--- config.mk ---
export PLATFORM = sky130hd
export DESIGN_NAME = keypad_encoder
export DESIGN_NICKNAME = d
export VERILOG_FILES = /design/src/rtl/keypad_encoder.sv
export SDC_FILE = /design/constraint.sdc
export NUM_CORES = 1
export LEC_CHECK = 0
export CORE_AREA = 2 2 81 83
export DETAILED_ROUTE_END_ITERATION = 6
export DIE_AREA = 0 0 83 85
export GPL_ROUTABILITY_DRIVEN = 0
export PLACE_DENSITY_LB_ADDON = 0.3
export SYNTH_ARGS = -nofsm -noshare
export SYNTH_HDL_FRONTEND = slang
export SYNTH_SLANG_ARGS = --single-unit
--- constraint.sdc ---
create_clock -name clk -period 6.3 [get_ports clk]
set_input_delay 1.89 -clock clk [delete_from_list [all_inputs] [get_ports clk]]
set_output_delay 1.89 -clock clk [all_outputs]
set_load 0.01 [all_outputs]
--- src/rtl/keypad_encoder.sv ---
`default_nettype none
// ============================================================================
// Module   : keypad_encoder
// Brief    : Debounced 10-key entry shifting BCD digits into a m:ts time field.
//            Optional macro KEY_PRIORITY_EN resolves multi-key presses to the
//            highest-index key instead of flagging an error.
// Revision : 1.0 - initial release
// ============================================================================
module keypad_encoder #(
    parameter int DEBOUNCE_CYCLES = 4
) (
    input  logic       clk,
    input  logic       reset,
    input  logic [9:0] keypad,
    input  logic       enable,
    input  logic       clear,
    output logic [3:0] sec,
    output logic [3:0] t,
    output logic [3:0] min,
    output logic       valid,
    output logic       err
);

    localparam logic [7:0] C_CNT_LAST = 8'(DEBOUNCE_CYCLES - 1);

    typedef enum logic [1:0] {
        S_IDLE     = 2'd0,
        S_DEBOUNCE = 2'd1,
        S_HOLD     = 2'd2
    } state_t;

    state_t     r_state;
    state_t     w_state_next;
    logic [9:0] r_pattern;
    logic [9:0] w_pattern_next;
    logic [7:0] r_count;
    logic [7:0] w_count_next;
    logic       w_accept;

    logic       r_pend;
    logic [9:0] r_pend_pat;
    logic [3:0] w_high_idx;
    logic [3:0] w_key_count;
    logic       w_pat_ok;
    logic       w_room;
    logic       w_do_shift;
    logic       w_do_err;

    logic [3:0] r_sec;
    logic [3:0] r_tens;
    logic [3:0] r_min;
    logic       r_valid;
    logic       r_err;

    always_ff @(posedge clk or posedge reset) begin
        if (reset) begin
            r_state   <= S_IDLE;
            r_pattern <= 10'd0;
            r_count   <= 8'd0;
        end else begin
            r_state   <= w_state_next;
            r_pattern <= w_pattern_next;
            r_count   <= w_count_next;
        end
    end

    always_comb begin
        w_state_next   = r_state;
        w_pattern_next = r_pattern;
        w_count_next   = r_count;
        w_accept       = 1'b0;
        if (clear) begin
            w_state_next = S_IDLE;
            w_count_next = 8'd0;
        end else begin
            case (r_state)
                S_IDLE: begin
                    if (keypad != 10'd0 && enable) begin
                        w_pattern_next = keypad;
                        w_count_next   = 8'd0;
                        w_state_next   = S_DEBOUNCE;
                    end
                end
                S_DEBOUNCE: begin
                    if (!enable || keypad == 10'd0) begin
                        w_state_next = S_IDLE;
                        w_count_next = 8'd0;
                    end else if (keypad != r_pattern) begin
                        w_pattern_next = keypad;
                        w_count_next   = 8'd0;
                    end else if (r_count == C_CNT_LAST) begin
                        w_accept     = 1'b1;
                        w_count_next = 8'd0;
                        w_state_next = S_HOLD;
                    end else begin
                        w_count_next = r_count + 8'd1;
                    end
                end
                S_HOLD: begin
                    // Release is tracked even while entry is disabled.
                    if (keypad == 10'd0) begin
                        w_state_next = S_IDLE;
                    end
                end
                default: begin
                    w_state_next = S_IDLE;
                    w_count_next = 8'd0;
                end
            endcase
        end
    end

    // Accepted pattern is staged one cycle so valid/err land D+1 cycles after the press.
    always_ff @(posedge clk or posedge reset) begin
        if (reset) begin
            r_pend     <= 1'b0;
            r_pend_pat <= 10'd0;
        end else begin
            r_pend     <= w_accept;
            r_pend_pat <= r_pattern;
        end
    end

    always_comb begin
        w_high_idx  = 4'd0;
        w_key_count = 4'd0;
        for (int k = 0; k < 10; k++) begin
            if (r_pend_pat[k]) begin
                w_high_idx  = 4'(k);
                w_key_count = w_key_count + 4'd1;
            end
        end
    end

`ifdef KEY_PRIORITY_EN
    assign w_pat_ok = (w_key_count != 4'd0);
`else
    assign w_pat_ok = (w_key_count == 4'd1);
`endif

    assign w_room     = (r_sec <= 4'd5);
    assign w_do_shift = r_pend && !clear && w_pat_ok && w_room;
    assign w_do_err   = r_pend && !clear && !(w_pat_ok && w_room);

    always_ff @(posedge clk or posedge reset) begin
        if (reset) begin
            r_sec   <= 4'd0;
            r_tens  <= 4'd0;
            r_min   <= 4'd0;
            r_valid <= 1'b0;
            r_err   <= 1'b0;
        end else begin
            r_valid <= w_do_shift;
            r_err   <= w_do_err;
            if (clear) begin
                r_sec  <= 4'd0;
                r_tens <= 4'd0;
                r_min  <= 4'd0;
            end else if (w_do_shift) begin
                r_min  <= r_tens;
                r_tens <= r_sec;
                r_sec  <= w_high_idx;
            end
        end
    end

    assign sec   = r_sec;
    assign t     = r_tens;
    assign min   = r_min;
    assign valid = r_valid;
    assign err   = r_err;

endmodule
`default_nettype wire

==> impl_metrics.py <==
metrics = {
    "global_route": {
        "grt_max_degree": 46,
        "first_global_vias": 1762,
        "gr-usage-all-layers": 0.144,
        "antenna_found_initial": 0,
        "grt_pass1_wl_um": 8350,
        "overflow": 0,
    },
    "sta": {
        "final_hold_viol_count": 0,
        "setup_viol": 0,
        "whs_ps": 425,
        "fmax_mhz": 167,
        "worst_pin_slew_ps": 548,
        "period_minus_slack_ps": 5980,
        "maxSlewHeadroom": 0.635,
        "finalCritPeriodShare": 0.949,
        "drv_slew": 0,
        "finClkSkew_ps": 6.28,
    },
    "logic_synthesis": {
        "ys_async_sr_fraction": 1.00,
        "yosys-top-cells-area": "dfrtp_1 41%, mux2_2 5.4%, xnor2_1 5.2%",
        "syn-cell-area_um2": 2720,
        "ys.flop_type": "dfrtp_1",
        "synth_seq_cells": 45,
        "synth-edff-count": 0,
        "synth_cell_types": 51,
        "yosysMostFrequentCell": "dfrtp_1",
        "synth_nets": 267,
        "synth_common_cells": "45 x dfrtp_1, 23 x nor2_1, 18 x nand2_1",
        "yosysTopAreaCell": "dfrtp_1",
        "postSynthAreaPerCell_um2": 11.2,
        "synth_cells": 243,
        "synth-warning-count": 0,
        "yosysSeqAreaShare": 0.414,
        "yosysTopAreaCellShare": 0.414,
    },
    "worst_hold_path": {
        "hold_class": "reg -> reg",
        "min_from": "r_pattern[4]$_DFFE_PP0P_",
    },
    "routing": {
        "postRouteAntennaNets": 0,
        "drt_iter0_drc": 86,
        "drt_first_pass_iters": 4,
        "drc": 0,
        "vias_per_cell": 5.12,
        "routed_wirelength_um": 4870,
        "dr_total_vias": 1808,
        "route.detailed.wl_per_inst_um": 13.8,
    },
    "final_layout": {
        "final_cells": 353,
        "area_growth_pct": 18.3,
        "multiInputGateArea_um2": 1510,
        "register_area_um2": 1130,
        "fin_util": 0.518,
        "layout.nets": 300,
        "layout-drive-gt1-share": 0.214,
        "num-fill-cells": 548,
        "diodes": 0,
    },
    "worst_setup_path": {
        "worstSetupEndpoint": "t[0]$_DFFE_PP0P_",
        "path_buf_inv": 3,
        "cp_slowest_cell": "dfrtp_1",
        "cpPeakStageDelay_ps": 410,
        "reg2reg_depth": 30,
        "cp_data_arrival_time_ps": 6160,
        "reg2reg_from": "r_pend_pat[1]$_DFF_PP0_",
        "crit_start": "r_pend_pat[1]$_DFF_PP0_",
        "crit_family": "adder cells",
        "crit_path_frequent_cell": "ha_1",
        "reg2reg_to": "t[0]$_DFFE_PP0P_",
        "r2r_setup_slack_ps": 320,
        "crit_type": "reg -> reg",
        "cp.depth": 30,
        "end_kind": "flop",
        "startpoint_type": "flop",
        "crit_fanout": 6,
        "worstPathRequired_ps": 6490,
    },
    "clock_network": {
        "cts_buffers": 5,
        "clkSlewWorstSetupHoldPaths_ps": 80,
        "clockBufferDepth": 2,
        "cts_tree": "built",
        "root_buffer": "clkbuf_8",
        "cts-htree-levels": 2,
        "clock_latency_ps": 300,
        "cts_sinks": 45,
    },
    "pwr": {
        "ir_worst_vdd_uv": 236,
        "power_density_nw_per_um2": 389,
        "p_leak_uw": 0.00140,
    },
    "floorplan": {
        "initial_core_util": 0.438,
        "rows": 29,
        "fp.dieArea_um2": 7060,
        "die_x_um": 83,
        "core-area_um2": 6200,
        "die_h_um": 85,
        "num_io_pins": 28,
    },
    "placed_design": {
        "io_buffers": 27,
        "dp.cells": 339,
        "dp_hpwl_um": 3480,
    },
    "job": {
        "maxCapViolCount": 0,
    },
    "run_status": {
        "outcome": "finished, final reports clean",
    },
}
through the flow:
stage	area, um2	setup slack [ps]	total power [uW]	TNS, ps
6_report	3210	324	1250	0
5_1_grt	3210	-64.7	1350	-374
4_1_cts	3090	182	1160	0
3_5_place_dp	2990	194	947	0
3_3_place_gp	2990	356	933	0
2_1_floorplan	2720	767	868	0
worst reg2reg max path, delay by kind of cell (launching register included):
kind | cells | cell delay (ps)
adders and majority gates | 7 | 1850
AOI/OAI and AO/OA | 8 | 1120
and+or+nand+nor | 7 | 950
xor gates and xnor gates | 4 | 840
DFF | 1 | 410
buffers and inverters | 3 | 400
muxes | 1 | 310
how the worst min path moves through the flow:
stage,endpoint,slack [ps],cells past startpoint
after floorplan,r_pend_pat[1]$_DFF_PP0_,390,0
after global placement,r_pend_pat[4]$_DFF_PP0_,410,0
after detailed placement,r_pend_pat[3]$_DFF_PP0_,410,0
after CTS,r_pend_pat[4]$_DFF_PP0_,430,0
after global routing,r_pend_pat[3]$_DFF_PP0_,430,0
final,r_pend_pat[4]$_DFF_PP0_,420,0
area by class of cell:
class | count | share of cell area
multi-input combinational | 178 | 0.470
sequential | 45 | 0.350
timing repair buffer | 36 | 0.105
tap | 77 | 0.0300
clock buffer | 5 | 0.0214
inverter | 10 | 0.0117
clock inverter | 2 | 0.0109
kinds of logic after synthesis:
logic type	synth area share
XOR/XNOR	0.154
flip-flops	0.414
AO/OA/AOI/OAI	0.0681
AND/OR/NAND/NOR	0.172
multiplexers	0.0907
adder cells (fa/ha/maj)	0.0460
buffers and inverters	0.0552
power breakdown:
group,internal [uW],switching [uW]
logic,363,339
clock network,115,91.5
registers,308,34.2
total,786,465
cell usage in the layout (no fill, tap or decap), types with 2 or more instances in the layout:
master / n
mux2_2: 13
dfrtp_1: 45
nor3_1: 4
or3_1: 2
o31ai_1: 4
nand2b_4: 2
xor2_2: 2
nand3_1: 6
xor2_1: 11
inv_1: 9
mux2i_1: 4
ha_1: 9
xnor2_1: 15
nor3b_1: 3
a22o_1: 2
buf_4: 7
nand2_2: 2
and2b_1: 4
clkbuf_8: 5
nand2_1: 18
and2_1: 2
nor2_1: 21
nor4_1: 2
mux2_4: 4
clkdlybuf4s50_1: 27
nor4b_2: 2
o21ai_0: 4
nor2_2: 2
nor2b_1: 4
a21oi_1: 5
nand4_1: 7
per-layer routing:
| metal | track usage | wire length [um] | vias to the layer above | part of all wire |
|---|---|---|---|---|
| li1 | - | - | 904 | - |
| met4 | 0.0537 | 74 | 0 | 0.015 |
| met2 | 0.233 | 2370 | 23 | 0.49 |
| met5 | 0 | 0 | - | 0 |
| met3 | 0.0282 | 144 | 6 | 0.030 |
| met1 | 0.195 | 2290 | 875 | 0.47 |
timing repair:
| action | CTS | global route |
|---|---|---|
| gates resized for setup | 0 | 12 |
| endpoints found under the setup margin | 0 | 10 |
| hold buffers | 0 | 0 |
| setup buffers | 0 | 6 |
sequential cells by signal, indices dropped and copies added, names as in the netlist:
signal	cells
r_count	8
r_state	2
r_pend_pat	10
sec	4
r_pattern	10
t	4
valid	1
r_pend	1
err	1
min	4
No activity file was read; power rests on OpenSTA's default activity.
==> variant 1, RTL diff (same settings) <==
Add a define of `KEY_PRIORITY_EN`.
--- a/src/rtl/keypad_encoder.sv
+++ b/src/rtl/keypad_encoder.sv
@@ -6,6 +6,8 @@
 //            highest-index key instead of flagging an error.
 // Revision : 1.0 - initial release
 // ============================================================================
+`define KEY_PRIORITY_EN
+
 module keypad_encoder #(
     parameter int DEBOUNCE_CYCLES = 4
 ) (
Behaviour: not the same (a bounded check fails within 10 cycles, from zero or initial values and one cycle with reset high).
==> variant 1 against the unedited design <==
- area after synthesis up 4.1%
- cell count up 9.1%
- clock skew up 0.0045 ns
- cell area up 3.3%
- sequential cell count unchanged
- setup slack better by 0.042 ns
- total power up 1.1%
- wire length up 4.6%
==> variant 1: results (changes against the unedited design) <==
{| class="wikitable"
! Metric !! Value
|-
| Outcome || complete, no violations (unchanged)
|-
| Multiplexer share of the synthesized area || 8.27% (was 9.07%)
|-
| NetSw || 0.501 mW (was 0.465 mW)
|-
| Routed metal-1 wirelength || 2380 um (was 2290 um)
|-
| Routing usage on met1 || 19.1% (was 19.5%)
|-
| Routed length on met3 || 145 um (was 144 um)
|-
| Endpoint of the most critical setup path || sec[2]$_DFFE_PP0P_ (was t[0]$_DFFE_PP0P_)
|-
| Count of fill cells added during filler insertion || 564 (was 548)
|-
| Proportion of synthesized chip area in sequential cells || 39.8% (was 41.4%)
|-
| Yosys cell types || 52 (was 51)
|-
| Worst R2R Setup Slack || 0.37 ns (was 0.32 ns)
|-
| Complex-gate fraction of the synthesized area || 8.85% (was 6.81%)
|-
| Overall fraction of global-route tracks in use || 15.0% (was 14.4%)
|-
| Post-CTS Repair Setup Buffers || 1 (was 0)
|-
| Peak fanout along the critical path || 5 (was 6)
|-
| Number of global-route vias before repair || 1966 (was 1762)
|-
| Worst R2R End || sec[2]$_DFFE_PP0P_ (was t[0]$_DFFE_PP0P_)
|-
| Worst path top cell family by delay || adder cells (unchanged)
|-
| Worst Skew || 0.0108 ns (was 0.00628 ns)
|-
| Resized Gates After CTS || 1 (was 0)
|-
| Violation count after the first detailed-routing iteration || 103 (was 86)
|-
| Sum of met2 wire segment lengths after detailed routing || 2510 um (was 2370 um)
|-
| Fraction of final layout cells with drive strength greater than 1 || 16.9% (was 21.4%)
|-
| Via-per-instance ratio || 5.29 (was 5.12)
|-
| Number of cells traversed by the worst register-to-register path || 33 (was 30)
|-
| Post-DP HPWL || 3830 um (was 3480 um)
|-
| Adder-cell area share of the yosys netlist || 4.42% (was 4.60%)
|-
| Sequential power || 0.341 mW (was 0.342 mW)
|-
| Final wirelength || 5100 um (was 4870 um)
|-
| Leading post-synthesis cells by instance count || dfrtp_1, nand2_1, nor2_1 (was dfrtp_1, nor2_1, nand2_1)
|-
| Worst-margin pin slew || 0.884 ns (was 0.548 ns)
|-
| Global routing met2 resource utilization || 25.9% (was 23.3%)
|-
| Standby leakage power || 1.38 nW (was 1.40 nW)
|-
| Leading cell types by total area after synthesis || dfrtp_1, xnor2_1, ha_1 (was dfrtp_1, mux2_2, xnor2_1)
|-
| Nets || 331 (was 300)
|-
| Xor-xnor portion of the synthesized cell area || 15.6% (was 15.4%)
|-
| Met3 capacity usage during global routing || 3.11% (was 2.82%)
|-
| Post-Syn Nets || 302 (was 267)
|-
| Fraction of power consumed by combinational cells || 59.5% (was 56.1%)
|-
| Path type of the worst min-delay path || flip-flop to flip-flop (unchanged)
|-
| IR Drop Worst-Case VDD || 0.000245 V (was 0.000236 V)
|}
## variant 1: cell type report
class / instances / area share (%)
Sequential cell: 45 / 33.9
Timing Repair Buffer: 32 / 10.2
Multi-Input combinational cell: 210 / 49.0
Clock inverter: 1 / 0.226
Clock buffer: 7 / 2.30
Tap cell: 77 / 2.90
Inverter: 13 / 1.47
## variant 1: metrics by stage
| stage | cells | hold WS (ns) | cell area [um2] | util, % | worst slack, ns |
|---|---|---|---|---|---|
| detailed placement | 374 | 0.407 | 3120 | 50.3 | -0.00787 |
| floorplan | 278 | 0.388 | 2830 | - | 0.504 |
| global route | 385 | 0.425 | 3320 | 53.5 | 0.0228 |
| finish | 385 | 0.421 | 3320 | 53.5 | 0.366 |
| CTS | 383 | 0.421 | 3220 | 51.8 | 0.0396 |
| global placement | 374 | 0.397 | 3120 | 50.3 | 0.161 |
## variant 1: kinds of logic after synthesis
kind of cell,Yosys count
buffers and inverters,23
xor gates and xnor gates,37
and+or+nand+nor,103
AOI/OAI and AO/OA,38
muxes,22
DFF,45
adders and majority gates,10
## variant 1: worst min path at each step
stage	startpoint	slack, ns	end	depth (start not counted)
5_1_grt	r_pattern[9]$_DFFE_PP0P_	0.42	r_pend_pat[9]$_DFF_PP0_	0
3_5_place_dp	r_pattern[0]$_DFFE_PP0P_	0.41	r_pend_pat[0]$_DFF_PP0_	0
4_1_cts	r_pattern[9]$_DFFE_PP0P_	0.42	r_pend_pat[9]$_DFF_PP0_	0
3_3_place_gp	r_pattern[0]$_DFFE_PP0P_	0.40	r_pend_pat[0]$_DFF_PP0_	0
6_report	r_pattern[0]$_DFFE_PP0P_	0.42	r_pend_pat[0]$_DFF_PP0_	0
2_1_floorplan	r_pattern[0]$_DFFE_PP0P_	0.39	r_pend_pat[0]$_DFF_PP0_	0
==> variant 2, RTL diff (same flow settings) <==
Made on the original files. Add an input register stage for `keypad`, with the module's reset; this delays it by one clock. The other inputs are not delayed to match.
--- a/src/rtl/keypad_encoder.sv
+++ b/src/rtl/keypad_encoder.sv
@@ -28,6 +28,16 @@
         S_DEBOUNCE = 2'd1,
         S_HOLD     = 2'd2
     } state_t;
+
+    logic [9:0] keypad_q;
+
+    always_ff @(posedge clk or posedge reset) begin
+        if (reset) begin
+            keypad_q <= '0;
+        end else begin
+            keypad_q <= keypad;
+        end
+    end
 
     state_t     r_state;
     state_t     w_state_next;
@@ -75,18 +85,18 @@
         end else begin
             case (r_state)
                 S_IDLE: begin
-                    if (keypad != 10'd0 && enable) begin
-                        w_pattern_next = keypad;
+                    if (keypad_q != 10'd0 && enable) begin
+                        w_pattern_next = keypad_q;
                         w_count_next   = 8'd0;
                         w_state_next   = S_DEBOUNCE;
                     end
                 end
                 S_DEBOUNCE: begin
-                    if (!enable || keypad == 10'd0) begin
+                    if (!enable || keypad_q == 10'd0) begin
                         w_state_next = S_IDLE;
                         w_count_next = 8'd0;
-                    end else if (keypad != r_pattern) begin
-                        w_pattern_next = keypad;
+                    end else if (keypad_q != r_pattern) begin
+                        w_pattern_next = keypad_q;
                         w_count_next   = 8'd0;
                     end else if (r_count == C_CNT_LAST) begin
                         w_accept     = 1'b1;
@@ -98,7 +108,7 @@
                 end
                 S_HOLD: begin
                     // Release is tracked even while entry is disabled.
-                    if (keypad == 10'd0) begin
+                    if (keypad_q == 10'd0) begin
                         w_state_next = S_IDLE;
                     end
                 end
Function: changed (Yosys sat finds a counterexample within 10 cycles, from zero or initial values and one cycle with reset high).
==> variant 2 against the unedited design <==
- setup slack improved by 0.033 ns
- cell count grew 5.9%
- die area unchanged
- total power grew 2.1%
- wire length grew 0.74%
- sequential cell count rose by 10
- area after synthesis grew 7.0%
- largest cell class unchanged
- cell area is 6.6% higher
- clock skew is 0.0034 ns higher
==> variant 2: results (changes against the unedited design) <==
{| class="wikitable"
! Metric !! Value
|-
| Cell Pwr Density || 373 nW/um2 (was 389 nW/um2)
|-
| Cell internal power dissipation || 0.818 mW (was 0.786 mW)
|-
| Global routing met2 resource utilization || 23.9% (was 23.3%)
|-
| Overall fraction of global-route tracks in use || 14.9% (was 14.4%)
|-
| Violation count after the first detailed-routing iteration || 93 (was 86)
|-
| IR Drop Worst-Case VDD || 0.000350 V (was 0.000236 V)
|-
| Proportion of synthesized chip area in sequential cells || 47.3% (was 41.4%)
|-
| Synthesized instance count || 265 (was 243)
|-
| Number of global-route vias before repair || 1906 (was 1762)
|-
| Fraction of final layout cells with drive strength greater than 1 || 17.8% (was 21.4%)
|-
| Worst EP arrival || 6.15 ns (was 6.16 ns)
|-
| Outcome || complete, no violations (unchanged)
|-
| Standby leakage power || 1.54 nW (was 1.40 nW)
|-
| Routing usage on met1 || 20.1% (was 19.5%)
|-
| Nets || 320 (was 300)
|-
| Pre-CTS WS || 0.0359 ns (was 0.194 ns)
|-
| Routed metal-1 wirelength || 2360 um (was 2290 um)
|-
| Peak fanout along the critical path || 5 (was 6)
|-
| Largest net degree at the start of global routing || 56 (was 46)
|-
| Yosys cell types || 55 (was 51)
|-
| Power dissipated in combinational cells || 0.663 mW (was 0.702 mW)
|-
| Placed instance count || 362 (was 339)
|-
| Top flop regs || keypad_q: 10 flops, r_pattern: 10 flops, r_pend_pat: 10 flops (was r_pattern: 10 flops, r_pend_pat: 10 flops, r_count: 8 flops)
|-
| Sum of met2 wire segment lengths after detailed routing || 2350 um (was 2370 um)
|-
| Worst Skew || 0.00970 ns (was 0.00628 ns)
|-
| Leading post-synthesis cells by instance count || dfrtp_1, nand2_1, xnor2_1 (was dfrtp_1, nor2_1, nand2_1)
|}
variant 2: cell count changes in the layout (fill, tap and decap cells not counted), moves of 5 or more:
| cell | unedited run | this run |
|---|---|---|
| dfrtp_1 | 45 | 55 |
| inv_2 | 0 | 5 |
| nand2_1 | 18 | 23 |
| nand4_1 | 7 | 2 |
| nor2_1 | 21 | 12 |
| nor2b_1 | 4 | 11 |
| o21ai_0 | 4 | 9 |
| xor2_1 | 11 | 3 |
variant 2: final cells by class:
cell class                      instances  area, um2  share of cell area (%)
Tap cell                               77       96.3                    2.81
Sequential cell                        55       1380                    40.2
Multi-Input combinational cell        187       1490                    43.4
Clock buffer                            8        100                    2.92
Timing Repair Buffer                   33        315                    9.20
Inverter                               14       52.6                    1.53
variant 2: path summary, 6_finish.rpt:
path | start | end | slack, ns | depth (start not counted)
max | r_pend_pat[1]$_DFF_PP0_ | min[1]$_DFFE_PP0P_ | 0.36 | 30
max reg2reg | r_pend_pat[1]$_DFF_PP0_ | min[1]$_DFFE_PP0P_ | 0.36 | 30
min reg2reg | r_pattern[7]$_DFFE_PP0P_ | r_pend_pat[7]$_DFF_PP0_ | 0.42 | 0
min | r_pattern[7]$_DFFE_PP0P_ | r_pend_pat[7]$_DFF_PP0_ | 0.42 | 0
max in group asynchronous | reset | r_pattern[0]$_DFFE_PP0P_ | 3.46 | 2
min in group asynchronous | reset | r_count[2]$_DFFE_PP0P_ | 2.18 | 2
variant 2: logic make-up (layout without fill, tap and decap cells):
kind of cell    count (synthesis)  after routing  synth area share, %
simple gates                   88             88                 16.4
mux                            22             22                 9.04
buf+inv                        24             55                 3.53
compound gates                 38             39                 9.21
flops                          55             55                 47.3
xor+xnor                       28             28                 10.2
fa+ha+maj                      10             10                 4.30
